**src/rtl/field_pack_seq.sv**
```systemverilog
// field_pack_seq: extracts NFIELDS alternating-width fields from a strided word and packs them densely, one field per cycle.
// Optional parity output out_par is enabled by defining FIELD_PACK_PARITY_EN.
module field_pack_seq #(
  parameter int NFIELDS = 8,
  parameter int EVEN_W  = 3,
  parameter int ODD_W   = 4,
  parameter int STRIDE  = 7,
  parameter int IN_W    = 128,
  parameter int OUT_W   = 128
) (
  input  logic             clk,
  input  logic             rst_n,
  input  logic             in_valid,
  output logic             in_ready,
  input  logic [IN_W-1:0]  in,
  output logic             out_valid,
  input  logic             out_ready,
  output logic [OUT_W-1:0] out,
`ifdef FIELD_PACK_PARITY_EN
  output logic             out_par,
`endif
  output logic             busy
);
  localparam int PAIR_W = EVEN_W + ODD_W;
  localparam int PACK_W = (NFIELDS / 2) * PAIR_W;
  localparam int IDX_W  = $clog2(NFIELDS);

  if (NFIELDS % 2 != 0 || NFIELDS < 2 || STRIDE < PAIR_W ||
      (NFIELDS / 2 - 1) * STRIDE + PAIR_W > IN_W || PACK_W > OUT_W) begin : g_bad_cfg
    $error("field_pack_seq: illegal parameter combination");
  end

  typedef enum logic [1:0] {IDLE, PACK, DONE} state_t;

  state_t             state_q, state_d;
  logic [IDX_W-1:0]   idx_q, idx_d;
  logic [IN_W-1:0]    hold_q, hold_d;
  logic [PACK_W-1:0]  acc_q, acc_d;
  logic [PACK_W-1:0]  field_at [NFIELDS];
  logic               unused_hold;

  // each field pre-shifted to its packed position; PACK ORs in one per cycle
  for (genvar f = 0; f < NFIELDS; f++) begin : g_field
    localparam int W   = (f % 2) ? ODD_W : EVEN_W;
    localparam int SRC = (f / 2) * STRIDE + (f % 2) * EVEN_W;
    localparam int OFF = (f / 2) * PAIR_W + (f % 2) * EVEN_W;
    assign field_at[f] = PACK_W'(hold_q[SRC +: W]) << OFF;
  end

  assign unused_hold = ^hold_q;

  always_ff @(posedge clk or negedge rst_n) begin
    if (!rst_n) begin
      state_q <= IDLE;
      idx_q   <= '0;
      hold_q  <= '0;
      acc_q   <= '0;
    end else begin
      state_q <= state_d;
      idx_q   <= idx_d;
      hold_q  <= hold_d;
      acc_q   <= acc_d;
    end
  end

  always_comb begin
    state_d  = state_q;
    idx_d    = idx_q;
    hold_d   = hold_q;
    acc_d    = acc_q;
    in_ready = state_q == IDLE || (state_q == DONE && out_ready);
    if (in_ready && in_valid) begin
      state_d = PACK;
      hold_d  = in;
      acc_d   = '0;
      idx_d   = '0;
    end else if (state_q == DONE && out_ready) begin
      state_d = IDLE;
    end else if (state_q == PACK) begin
      acc_d   = acc_q | field_at[idx_q];
      state_d = idx_q == IDX_W'(NFIELDS - 1) ? DONE : PACK;
      idx_d   = idx_q == IDX_W'(NFIELDS - 1) ? '0 : idx_q + 1'b1;
    end
  end

  assign out_valid = state_q == DONE;
  assign busy      = state_q == PACK;
  assign out       = out_valid ? OUT_W'(acc_q) : '0;
`ifdef FIELD_PACK_PARITY_EN
  assign out_par   = out_valid & (^acc_q);
`endif
endmodule

```
**config.mk**
```make
export PLATFORM = sky130hd
export DESIGN_NAME = field_pack_seq
export DESIGN_NICKNAME = d
export VERILOG_FILES = /design/src/rtl/field_pack_seq.sv
export SDC_FILE = /design/constraint.sdc
export NUM_CORES = 1
export LEC_CHECK = 0
export BUFFER_PORTS_ARGS = -buffer_cell sky130_fd_sc_hd__buf_2
export CORE_MARGIN = 2
export CORE_UTILIZATION = 36
export CTS_CLUSTER_DIAMETER = 40
export CTS_CLUSTER_SIZE = 10
export DETAILED_ROUTE_END_ITERATION = 12
export HOLD_SLACK_MARGIN = 0.02
export PLACE_DENSITY = 0.82
export RECOVER_POWER = 100
export SLEW_MARGIN = 15
export SYNTH_ARGS = -nofsm -noshare
export SYNTH_HDL_FRONTEND = slang
export SYNTH_SLANG_ARGS = --single-unit
```
**constraint.sdc**
```tcl
create_clock -name clk -period 1.5 [get_ports clk]
set_clock_uncertainty 0.2 [all_clocks]
set_input_delay 0.15 -clock clk [delete_from_list [all_inputs] [get_ports clk]]
set_output_delay 0.15 -clock clk [all_outputs]
set_load 0.005 [all_outputs]
```
# [After elaboration in Yosys (flattened, before gate mapping)]
# Cells that the tools add are included.
[op_classes] addsub=1 n_lt_le_gt_ge=1 n_eq_ne=4 mux=15 bitwise_logic=2 n_reduce_logical=7
[op_table] op="$mux W28" count=6
[op_table] op="$bmux W28 S3" count=1
[op_table] op="$or A28 B28 Y28" count=1
[op_table] op="$mux W3" count=4
[op_table] op="$mux W2" count=4
[op_table] op="$ge A4 B4 Y1 const B" count=1
[op_table] op="$not A3 Y4" count=1
[op_table] op="$add A3 B1 Y3 const B" count=1
[op_table] op="$eq A3 B3 Y1 const B" count=1
[op_table] op="$reduce_bool A3 Y1" count=1
[op_table] op="$eq A2 B1 Y1 const B" count=1
[op_table] op="$eq A2 B2 Y1 const B" count=1
[op_table] op="$logic_and A1 B1 Y1" count=2
[op_table] op="$logic_not A2 Y1" count=1
[op_table] op="$ne A2 B1 Y1 const B" count=1
[op_table] op="$reduce_and A2 Y1" count=1
[op_table] op="$reduce_bool A2 Y1" count=1
[op_table] op="$logic_or A1 B1 Y1" count=1
[totals] regBits=61 word_cells=34

# [Longest topological paths before layout]
[depth] word_depth=8 ltp_mapped=5

# [Worst setup path after synthesis]
# Ideal clock, no wire load.
[synth_path] path_kind="register -> register" startpoint="register state_q[0]" endpoint="register hold_q[20]" setup_ns=0.125 t_arrival_ns=1.234 t_required_ns=1.175 slack_ns=-0.059 stages_incl_launch_ff=6 path_buffers=2 period_less_slack_ns=1.559 cell_sequence="dfrtp_1 -> nor2b_1 -> and2_4 -> buf_6 -> buf_8 -> mux2_4"
[synth_via] elab_chain_cells=4 word_cells_on_any_way=5
[synth_rtl] item="from (decl)" line_no="35" rtl="state_t state_q, state_d;"
[synth_rtl] item="from (signal assigned)" line_no="59" rtl="state_q <= state_d;"
[synth_rtl] item="$eq A2 B2 Y1" line_no="71" rtl="in_ready = state_q == IDLE || (state_q == DONE && out_ready);"
[synth_rtl] item="$logic_and A1 B1 Y1" line_no="71"
[synth_rtl] item="$logic_or A1 B1 Y1 *" line_no="71"
[synth_rtl] item="$logic_and A1 B1 Y1 *" line_no="72" rtl="if (in_ready && in_valid) begin"
[synth_rtl] item="to (signal assigned)" line_no="61" rtl="hold_q <= hold_d;"
[synth_rtl] item="to (decl)" line_no="37" rtl="logic [IN_W-1:0] hold_q, hold_d;"
# Mark *: on every way between the ends. The rest lies on a longest branch, timed or not.
# A chain may end at the register's enable or synchronous reset.

# [Final worst setup path]
[layout_path] startpoint="register state_q[0]" endpoint="register hold_q[27]"
# Same word-level chain as after synthesis.

==> load_flow_metrics.sql <==
INSERT INTO impl_metrics (metric_group, metric, value, unit) VALUES
('synth', 'yosysWarningCount', '0', ''),
('setup_path', 'start_kind', 'flip-flop', ''),
('timing', 'rsz_0062_raised_after_global_routing', 'true', ''),
('setup_path', 'crit_path_cell_trace', 'buf_4, buf_6, nor2b_4, and2_4, buf_12, clkbuf_16, mux2_4', ''),
('cts', 'tritoncts', 'done', ''),
('timing', 'hold_violations', '0', ''),
('cells_and_area', 'fin_nets', '556', ''),
('floorplan', 'initial_utilization', '0.3720', ''),
('timing', 'maxSlewViolCount', '0', ''),
('cells_and_area', 'filler_cell_count', '725', ''),
('setup_path', 'cp_capture_type', 'flip-flop', ''),
('placement', 'gp_congestion', '0.7331', ''),
('synth', 'yosys.area.top_type', 'sky130_fd_sc_hd__dfrtp_1', ''),
('setup_path', 'critPathTopFamily', 'buffers and inverters', ''),
('global_routing', 'grt_pass1_vias', '2246', ''),
('setup_path', 'regToRegEndpoint', 'hold_q[27]', ''),
('timing', 'timing.final.setup_violations', '91', ''),
('synth', 'ys_ff_latch', '61', ''),
('global_routing', 'track_usage', '0.1402', ''),
('cts', 'clock_path_buffers', '2', ''),
('drt', 'post_dr_wirelength_cell', '14.31', 'um'),
('synth', 'synth_ff_type', 'sky130_fd_sc_hd__dfrtp_1', ''),
('cts', 'insertion_delay_of_the_later_clocked_pin_in_the_worst_skew_pair', '0.33', 'ns'),
('drt', 'detail_route.iter0.violations', '94', ''),
('synth', 'yosys.cell_count.top_type', 'sky130_fd_sc_hd__buf_4', ''),
('cells_and_area', 'area_growth_syn_to_layout', '39.61', '%'),
('setup_path', 'worstPathBufferInverterCount', '4', ''),
('global_routing', 'grt_max_degree', '62', ''),
('cts', 'htree_levels', '3', ''),
('synth', 'ys_types', '28', ''),
('cells_and_area', 'n_antenna_cell', '0', ''),
('pwr', 'static-leakage-power', '2.424', 'nW'),
('timing', 'max_freq', '0.5302', 'GHz'),
('cts', 'clkTransAtPathRegs', '0.07', 'ns'),
('pwr', 'power-per-cell-area', '1585', 'nW/um2'),
('synth', 'synth.cell_area', '3437', 'um2'),
('setup_path', 'ff2ff_path_depth', '7', ''),
('drt', 'detail_route.drc_violations', '0', ''),
('setup_path', 'crit_fanout', '4', ''),
('placement', 'pre_cts_slack', '-0.08259', 'ns'),
('hold_path', 'hold_path_startpoint', 'hold_q[15]', ''),
('synth', 'synth-async-reset-ratio', '1.000', ''),
('cts', 'cts_root_buf', 'sky130_fd_sc_hd__clkbuf_8', ''),
('flow_run', 'cap_violations', '0', ''),
('timing', 'timing.slew.headroom', '0.4520', ''),
('drt', 'via_count', '2323', ''),
('synth', 'synth.top_cells.by_count', '100 x sky130_fd_sc_hd__buf_4, 61 x sky130_fd_sc_hd__dfrtp_1, 28 x sky130_fd_sc_hd__a22o_1, 28 x sky130_fd_sc_hd__and2_1, 27 x sky130_fd_sc_hd__mux2_4', ''),
('hold_path', 'holdCritPathClass', 'flip-flop to flip-flop', ''),
('timing', 'timing_worst_slew_pin_value', '0.8221', 'ns'),
('timing', 'worst_hold_slack', '0.2997', 'ns'),
('setup_path', 'worst-r2r-setup-slack', '-0.39', 'ns'),
('setup_path', 'critical_path_required', '1.51', 'ns'),
('setup_path', 'crit_path_max_incr_delay', '0.41', 'ns'),
('cts', 'cts.sink_count', '61', ''),
('run_status', 'run_status', 'finished with violations', ''),
('cells_and_area', 'fraction_of_layout_cells_with_a_size_suffix_above_1', '0.4403', ''),
('synth', 'synth.area.top_cells', 'sky130_fd_sc_hd__dfrtp_1 44%, sky130_fd_sc_hd__buf_4 22%, sky130_fd_sc_hd__mux2_4 12%', ''),
('hold_path', 'number_of_cells_traversed_by_the_worst_hold_path', '1', ''),
('timing', 'worst_slack', '-0.3860', 'ns'),
('run_status', 'failing_checks', 'setup timing', ''),
('global_routing', 'grt_antenna_before_repair', '0', ''),
('setup_path', 'crit_path_top_delay_cell', 'sky130_fd_sc_hd__dfrtp_1', ''),
('cells_and_area', 'fin_util', '0.5193', ''),
('synth', 'synth_top_area_share', '0.4441', ''),
('setup_path', 'critPathKind', 'flip-flop to flip-flop', ''),
('timing', 'layout_min_cycle_time', '1.886', 'ns'),
('drt', 'antenna_left', '0', ''),
('setup_path', 'rr_startpoint', 'state_q[0]', ''),
('floorplan', 'die_width', '101.7', 'um'),
('synth', 'postSynthAreaPerCell', '11.77', 'um2'),
('synth', 'netlist_instances', '292', '');
[power breakdown]
group	leakage, nW	internal, mW	switching [mW]	total, mW
registers	0.751	2.44	0.540	2.98
logic	1.56	1.94	1.16	3.10
clock network	0.112	0.895	0.635	1.53
[flip-flops by register name, summed over array words and instances (netlist names)]
register	count
idx_q	3
state_q	2
acc_q	28
hold_q	28
[logic make-up (layout without fill, tap and decap cells)]
kind of cell / after synthesis / count (layout) / synth area share
AOI/OAI and AO/OA: 29 / 29 / 0.07281
adders and majority gates: 2 / 2 / 0.007280
buffers and inverters: 112 / 148 / 0.2475
DFF: 61 / 61 / 0.4441
muxes: 31 / 31 / 0.1300
other: 1 / 100 / 0.001091
and+or+nand+nor: 56 / 56 / 0.09720
[layout make-up]
class | instances | area, um2 | share of cell area
multi-input combinational | 218 | 1580 | 0.3293
sequential | 61 | 1530 | 0.3189
timing repair buffer | 131 | 1313 | 0.2735
clock buffer | 12 | 165.2 | 0.03442
tap | 129 | 161.4 | 0.03364
clock inverter | 4 | 45.04 | 0.009387
inverter | 1 | 3.754 | 0.0007823
[per-layer routing]
layer | vias to the layer above | track usage | part of all wire
li1 | 1034 | - | -
met5 | - | 0 | 0
met3 | 17 | 0.03589 | 0.068
met4 | 0 | 0.02911 | 0.019
met1 | 1138 | 0.1772 | 0.40
met2 | 134 | 0.2424 | 0.51
[repair_timing]
item / CTS / global route
hold endpoints to repair: 89 / 0
hold buffers: 29 / 0
resized for setup: 65 / 38
pin swaps: 27 / 25
cloned: 5 / 4
endpoints found under the setup margin: 69 / 91
setup buffers: 11 / 9
[metrics by stage]
stage / area, um2 / std cells
2_1_floorplan: 3809 / 391
3_3_place_gp: 3598 / 486
3_5_place_dp: 3598 / 486
4_1_cts: 4552 / 547
5_1_grt: 4798 / 556
6_report: 4798 / 556
[cell usage in the layout, fill, tap and decap left out]
cell / synthesis / routed
sky130_fd_sc_hd__nand2b_1: 2 / 2
sky130_fd_sc_hd__nor2_2: 2 / 1
sky130_fd_sc_hd__nor2b_4: 0 / 2
sky130_fd_sc_hd__nor2_1: 10 / 6
sky130_fd_sc_hd__dfrtp_2: 0 / 3
sky130_fd_sc_hd__clkbuf_16: 0 / 4
sky130_fd_sc_hd__clkbuf_8: 0 / 12
sky130_fd_sc_hd__nand2_8: 0 / 1
sky130_fd_sc_hd__mux2i_1: 3 / 3
sky130_fd_sc_hd__nand2b_2: 1 / 1
sky130_fd_sc_hd__bufinv_16: 0 / 1
sky130_fd_sc_hd__buf_12: 2 / 6
sky130_fd_sc_hd__buf_8: 1 / 6
sky130_fd_sc_hd__and2b_1: 2 / 1
sky130_fd_sc_hd__dfrtp_1: 61 / 58
sky130_fd_sc_hd__inv_1: 1 / 1
sky130_fd_sc_hd__nand2_1: 3 / 1
sky130_fd_sc_hd__dlygate4sd3_1: 0 / 29
sky130_fd_sc_hd__clkinv_2: 0 / 3
sky130_fd_sc_hd__a22o_1: 28 / 28
sky130_fd_sc_hd__nand2_2: 0 / 1
sky130_fd_sc_hd__nor3_4: 0 / 2
sky130_fd_sc_hd__and2_1: 28 / 5
sky130_fd_sc_hd__conb_1: 1 / 100
sky130_fd_sc_hd__and2b_2: 0 / 1
sky130_fd_sc_hd__o21ai_0: 1 / 1
sky130_fd_sc_hd__buf_16: 0 / 1
sky130_fd_sc_hd__buf_2: 3 / 37
sky130_fd_sc_hd__ha_1: 2 / 2
sky130_fd_sc_hd__or3b_4: 1 / 1
sky130_fd_sc_hd__and2_4: 1 / 24
sky130_fd_sc_hd__buf_4: 100 / 10
sky130_fd_sc_hd__nor2b_1: 3 / 1
sky130_fd_sc_hd__buf_6: 1 / 37
sky130_fd_sc_hd__clkbuf_4: 0 / 1
sky130_fd_sc_hd__nor2_4: 0 / 5
sky130_fd_sc_hd__mux2_4: 27 / 28
sky130_fd_sc_hd__nand3b_1: 1 / 1
[worst register-to-register path: stages, from the launching register on]
cell	delay, ns
sky130_fd_sc_hd__dfrtp_1	0.41
sky130_fd_sc_hd__buf_4	0.15
sky130_fd_sc_hd__buf_6	0.12
sky130_fd_sc_hd__nor2b_4	0.13
sky130_fd_sc_hd__and2_4	0.19
sky130_fd_sc_hd__buf_12	0.14
sky130_fd_sc_hd__clkbuf_16	0.15
sky130_fd_sc_hd__mux2_4	0.29
[worst max path at each step]
stage / to / slack (ns) / depth (start not counted)
2_1_floorplan: hold_q[20] / -0.06 / 5
4_1_cts: out[26] / -0.31 / 6
3_3_place_gp: out[14] / -0.09 / 5
5_1_grt: hold_q[21] / -0.41 / 7
6_report: hold_q[27] / -0.39 / 7
3_5_place_dp: hold_q[0] / -0.08 / 4
Note: power is estimated with default switching activity, not from simulation.
